## config.mk

```make
export PLATFORM = sky130hd
export DESIGN_NAME = ram_loader
export DESIGN_NICKNAME = d
export VERILOG_FILES = /design/src/rtl/loader_pkg.sv /design/src/rtl/load_addr_counter.sv /design/src/rtl/ram_loader.sv
export SDC_FILE = /design/constraint.sdc
export NUM_CORES = 1
export LEC_CHECK = 0
export CAP_MARGIN = 20
export CELL_PAD_IN_SITES_DETAIL_PLACEMENT = 0
export CELL_PAD_IN_SITES_GLOBAL_PLACEMENT = 1
export CORE_ASPECT_RATIO = 1.5
export CORE_MARGIN = 8
export CORE_UTILIZATION = 32
export DETAILED_ROUTE_END_ITERATION = 10
export HOLD_SLACK_MARGIN = 0.03
export PLACE_DENSITY_LB_ADDON = 0.12
export SLEW_MARGIN = 20
export SYNTH_ARGS = -nofsm -noshare
export SYNTH_HDL_FRONTEND = slang
export SYNTH_SLANG_ARGS = --single-unit
export TNS_END_PERCENT = 20
```

## constraint.sdc

```tcl
create_clock -name clk -period 1.6 [get_ports clk]
set_input_delay 0.4 -clock clk [delete_from_list [all_inputs] [get_ports clk]]
set_output_delay 0.4 -clock clk [all_outputs]
set_load 0.005 [all_outputs]
```

## src/rtl/loader_pkg.sv

```systemverilog
// Shared definitions for the RAM program loader: default geometry and FSM state encoding.
package loader_pkg;

  localparam int DEPTH_DEF  = 16;
  localparam int ADDR_W_DEF = 4;

  typedef enum logic [2:0] {
    IDLE,
    WAIT_BYTE,
    SET_ADDR,
    WRITE,
    RELEASE,
    DONE
  } state_t;

endpackage

```

## src/rtl/load_addr_counter.sv

```systemverilog
// Target-address counter for the loader: synchronous zero, increment, terminal count at DEPTH-1.
module load_addr_counter
  import loader_pkg::*;
#(
  parameter int DEPTH  = DEPTH_DEF,
  parameter int ADDR_W = ADDR_W_DEF
) (
  input  logic              clk,
  input  logic              clr,
  input  logic              zero,
  input  logic              inc,
  output logic [ADDR_W-1:0] count,
  output logic              tc
);

  // NOTE: sequential state is written with <= so every flop samples pre-edge values.
  always_ff @(posedge clk or negedge clr) begin
    if (!clr) begin
      count <= '0;
    end else if (zero) begin
      count <= '0;
    end else if (inc) begin
      count <= count + ADDR_W'(1);
    end
  end

  assign tc = (count == ADDR_W'(DEPTH - 1));

endmodule

```

## src/rtl/ram_loader.sv

```systemverilog
// Host-to-RAM program loader: holds the CPU, writes DEPTH bytes over the shared bus, then releases it.
module ram_loader
  import loader_pkg::*;
#(
  parameter int DEPTH  = DEPTH_DEF,
  parameter int ADDR_W = ADDR_W_DEF
) (
  input  logic              clk,
  input  logic              clr,
  input  logic              start,
  input  logic              abort,
  input  logic [7:0]        byte_in,
  input  logic              byte_valid,
  output logic              byte_ready,
  output logic [7:0]        bus_out,
  output logic              bus_oe,
  output logic              marwa,
  output logic              ramwa,
  output logic              cpu_hold,
  output logic              cpu_rst,
  output logic              busy,
  output logic              done,
  output logic [ADDR_W-1:0] addr
);

  state_t     state;
  logic [7:0] byte_q;
  logic       idle_start;
  logic       abort_ok;
  logic       last_addr;
  logic       addr_zero;
  logic       addr_inc;

  assign idle_start = start && (state == IDLE || state == DONE);
  // RELEASE is deliberately excluded so a finished image always hands the CPU back cleanly.
  assign abort_ok   = abort && (state == WAIT_BYTE || state == SET_ADDR || state == WRITE);

  // NOTE: always_comb gives every output a default first, so no path can infer a latch.
  always_comb begin
    addr_zero = 1'b0;
    addr_inc  = 1'b0;
    if (idle_start || abort_ok) begin
      addr_zero = 1'b1;
    end else if (state == WRITE && !last_addr) begin
      addr_inc = 1'b1;
    end
  end

  load_addr_counter #(
    .DEPTH  (DEPTH),
    .ADDR_W (ADDR_W)
  ) u_addr (
    .clk   (clk),
    .clr   (clr),
    .zero  (addr_zero),
    .inc   (addr_inc),
    .count (addr),
    .tc    (last_addr)
  );

  always_ff @(posedge clk or negedge clr) begin
    if (!clr) begin
      state  <= IDLE;
      byte_q <= '0;
    end else begin
      case (state)
        IDLE, DONE: if (start) state <= WAIT_BYTE;
        WAIT_BYTE: begin
          if (abort) begin
            state <= IDLE;
          end else if (byte_valid) begin
            byte_q <= byte_in;
            state  <= SET_ADDR;
          end
        end
        SET_ADDR:  state <= abort ? IDLE : WRITE;
        WRITE: begin
          if (abort)          state <= IDLE;
          else if (last_addr) state <= RELEASE;
          else                state <= WAIT_BYTE;
        end
        RELEASE:   state <= DONE;
        default:   state <= IDLE;
      endcase
    end
  end

  // Bus strobes are pure state decodes, so marwa/ramwa are exclusive and always inside bus_oe.
  assign byte_ready = (state == WAIT_BYTE);
  assign marwa      = (state == SET_ADDR);
  assign ramwa      = (state == WRITE);
  assign bus_oe     = marwa || ramwa;
  assign cpu_rst    = (state == RELEASE);
  assign done       = (state == DONE);
  assign busy       = (state == WAIT_BYTE) || (state == SET_ADDR) ||
                      (state == WRITE) || (state == RELEASE);
  assign cpu_hold   = busy;

  always_comb begin
    bus_out = 8'h00;
    if (marwa)      bus_out = 8'(addr);
    else if (ramwa) bus_out = byte_q;
  end

endmodule

```

==> results of run 1 <==
placed cells by master (no fill, tap or decap), types with 3 or more instances in the layout:
cell type                         instances
sky130_fd_sc_hd__inv_1                    4
sky130_fd_sc_hd__and3_4                   4
sky130_fd_sc_hd__nor2_1                   5
sky130_fd_sc_hd__a21oi_1                  5
sky130_fd_sc_hd__buf_4                   21
sky130_fd_sc_hd__dfrtp_1                 13
sky130_fd_sc_hd__buf_2                    9
sky130_fd_sc_hd__mux2i_1                  4
sky130_fd_sc_hd__nor3_1                   5
sky130_fd_sc_hd__mux2_2                   6
sky130_fd_sc_hd__dlygate4sd2_1            4
sky130_fd_sc_hd__clkdlybuf4s50_1         12
sky130_fd_sc_hd__buf_6                   16
sky130_fd_sc_hd__clkbuf_8                 3
per-layer routing:
layer / up-vias / share of wire / track usage
met5: - / 0 / 0
met4: 0 / 0.0051 / 0.0577
met3: 2 / 0.064 / 0.0395
met2: 25 / 0.53 / 0.203
met1: 412 / 0.40 / 0.122
li1: 426 / - / -
worst register-to-register path: cells and delay by family (launching register included):
| kind | cells | cell delay, ns |
|---|---|---|
| xor gates and xnor gates | 1 | 0.16 |
| buffers and inverters | 3 | 0.37 |
| DFF | 1 | 0.43 |
| AOI/OAI and AO/OA | 1 | 0.34 |
| and+or+nand+nor | 1 | 0.11 |
logic make-up after synthesis:
kind of cell,count (synthesis)
buffers and inverters,10
AOI/OAI and AO/OA,14
and+or+nand+nor,31
xor gates and xnor gates,2
adders and majority gates,1
muxes,12
DFF,15
final cells by class:
cell class | count | area (sq um) | area share
multi-input cells | 60 | 508 | 0.328
flip-flops and latches | 15 | 378 | 0.244
well taps | 37 | 46.3 | 0.0299
repair buffers | 64 | 548 | 0.354
clock buffers | 4 | 45.0 | 0.0291
inverters | 5 | 21.3 | 0.0138
flip-flops by register name, indices dropped and copies added (netlist names):
name	count
state	3
u_addr.count	4
byte_q	8
final timing paths:
path / depth (start not counted) / slack, ns / to
worst max-delay path: 5 / -0.07 / done
worst min-delay path: 2 / 0.47 / u_addr.count[3]$_DFFE_PN0P_
worst max register to register: 6 / 0.05 / u_addr.count[2]$_DFFE_PN0P_
worst min register to register: 1 / 0.51 / byte_q[2]$_DFFE_PN0P_
max in group asynchronous: 2 / 0.93 / state[1]$_DFFE_PN0P_
min in group clk: 1 / 0.51 / byte_q[2]$_DFFE_PN0P_
power by group:
group	total [W]	internal, W	switching [W]
clock network	0.000305	0.000176	0.000129
logic	0.00122	0.000755	0.000466
registers	0.000610	0.000515	0.0000943
repair_timing:
action / 4_1_cts / 5_1_grt
pin swaps: 2 / 6
gates resized for setup: 70 / 22
setup endpoints to repair: 20 / 16
hold buffers: 0 / 0
buffers inserted: 7 / 3
stage by stage:
stage	setup TNS, ns	total power, W
after floorplan	0	0.00113
after global placement	-2.69	0.00160
after detailed placement	-2.83	0.00162
after CTS	-0.755	0.00202
after global routing	-0.932	0.00227
final	-0.309	0.00214
==> results.md, run 1 <==
- Distinct cells, synth: 33
- Peak supply drop: 0.000716 V
- Total overflow reported by the global router: 0
- Number of non-filler instances in the completed layout: 185
- Clock-pin slew on the worst setup and hold paths: 0.06 ns
- Cell leakage power: 0.767 nW
- Die width: 59.4 microns
- Vias in the first global route: 978
- Crit Path Max Fanout: 4
- Share of the yosys chip area belonging to registers: 0.415
- Total detailed-routing wirelength: 2750 microns
- Largest buffer count on any clock path: 2
- Row cnt: 23
- Result of the run: complete, but fails checks
- Min Tclk post-route: 1.67 ns
- Power per cell area: 1380 mW/mm^2
- Maximum number of pins on one net before global-route repair: 16
- Setup WS post-layout: -0.0749 ns
- Share of flip-flops with an asynchronous set or reset: 1.00
- Number of nets with antenna violations after detailed routing: 0
- Arrival time of the worst setup path: 1.27 ns
- Clock sink total: 15
- Origin of the worst setup path: state[1]$_DFFE_PN0P_
- Total standard cell area after synthesis: 905 sq um
- Post-Synthesis Mean Instance Area: 10.6 sq um
- Worst-case setup slack after placement: -0.203 ns
- Count of final setup violators: 7
- Worst Setup Start Kind: flip-flop
- Worst Tran Pin Value: 0.372 ns
- Slowest stage delay, CP: 0.44 ns
- Worst Skew: 0.00403 ns
- Average wire length per cell after detail routing: 14.9 microns
- Largest delay contributor family on the critical path: flip-flops
- Violated checks: setup timing
- 1st-pass router iterations: 4
- Wire length of the first global-routing pass: 4410 microns
- DP Cell Count: 171
- Post-synthesis cell type with the largest combined area: sky130_fd_sc_hd__dfrtp_1
- Synthesis-stage register bit count: 15
- Dominant combinational cell family by area after synthesis: simple AND/OR/NAND/NOR gates
- Most common library cells after synthesis: sky130_fd_sc_hd__dfrtp_1 (15), sky130_fd_sc_hd__nor2_1 (7), sky130_fd_sc_hd__mux2_2 (6)
- Synthesized-area fraction occupied by xor and xnor cells: 0.0194
- RSZ-0062 raised after global routing: true
- Die ar.: 0.00482 sq mm
- Cell seen most often among critical-path stages: sky130_fd_sc_hd__buf_6
- Port Buffer Count: 32
- Placeable Area: 0.00268 sq mm
- Number of buffers created by CTS: 3
- Critical path buffers and inverters: 3
- Final hold slack: 0.468 ns
- Area of all placed cells without fillers: 0.00155 sq mm
- Relative slew slack: 0.752
- Number of diodes added for antenna fixing: 0
- Layout net count: 163
- Max Transition Viols Final: 0
- Number of enable-type register cells in the synthesized netlist: 0
- Final-report hold violation count: 0
- Number of violations reported at the end of detailed-routing iteration 0: 6
- Initial antenna violation count: 0
- Cell breakdown of the critical path: buf_6, buf_6, nor2b_4, and2_1, buf_2
- Post-Syn Instances: 85
- Master of the slowest instance on the critical path: sky130_fd_sc_hd__dfrtp_2
- Clk_lat worst skew: 0.24 ns
- I/O pin cnt: 33
- Sum of net half-perimeters after detailed placement: 2060 microns
- Required time worst endpoint: 1.20 ns
- Vias per Instance: 4.68
- Global router's overall resource usage: 0.117
- Most frequently used cell type in the post-synthesis netlist: sky130_fd_sc_hd__dfrtp_1
- H-tree level count: 1
- Type of the setup path with the least slack: reg2out
- Synth-to-Final Area Change: 71.0%
- CTS tree: done
- Starting density of the core: 0.338
- Clock root buffer: sky130_fd_sc_hd__clkbuf_8
- Number of nets produced by synthesis: 99
- Area fraction of the dominant cell type after synthesis: 0.415
- Ratio of cells with drive above 1 in the final layout: 0.500
- Synth Area in Compound Gates: 0.108
- Nature of the critical path endpoint: primary output
- Vert. Die Dim: 81.1 microns
- Instance area at placement: 0.00140 sq mm
- # fillers: 246
- Final period util: 1.05
- Proportion of synthesized area in mux cells: 0.152
- Synth Area in Simple Gates: 0.227
- Critical R2R Launch: state[0]$_DFFE_PN0P_
- Commonest register cell after synthesis: sky130_fd_sc_hd__dfrtp_1
- Max-capacitance violation count: 0
- Weighted congestion reported at the end of routability-driven placement: 0.879
- Synth Area in Adders: 0.0138
- Final core utilization: 0.578
- Via count: 865
- Synth warnings: 0
- Path category of the worst min-delay check: in2async
- DRC violation count after routing: 0
- Max Fclk: 597 MHz
- Leading cell types by total area after synthesis: sky130_fd_sc_hd__dfrtp_1 (41%), sky130_fd_sc_hd__mux2_2 (7.5%), sky130_fd_sc_hd__mux2i_1 (4.4%)
No activity file was read; power rests on OpenSTA's default activity.
==> run 2: changes to the inputs <==
--- a/config.mk
+++ b/config.mk
@@ -14,7 +14,6 @@
 export DETAILED_ROUTE_END_ITERATION = 10
 export HOLD_SLACK_MARGIN = 0.03
 export PLACE_DENSITY_LB_ADDON = 0.12
-export SLEW_MARGIN = 20
 export SYNTH_ARGS = -nofsm -noshare
 export SYNTH_HDL_FRONTEND = slang
 export SYNTH_SLANG_ARGS = --single-unit
==> results of run 2 <==
Same layout as run 1: the final DEF is identical, and so are final timing and power.
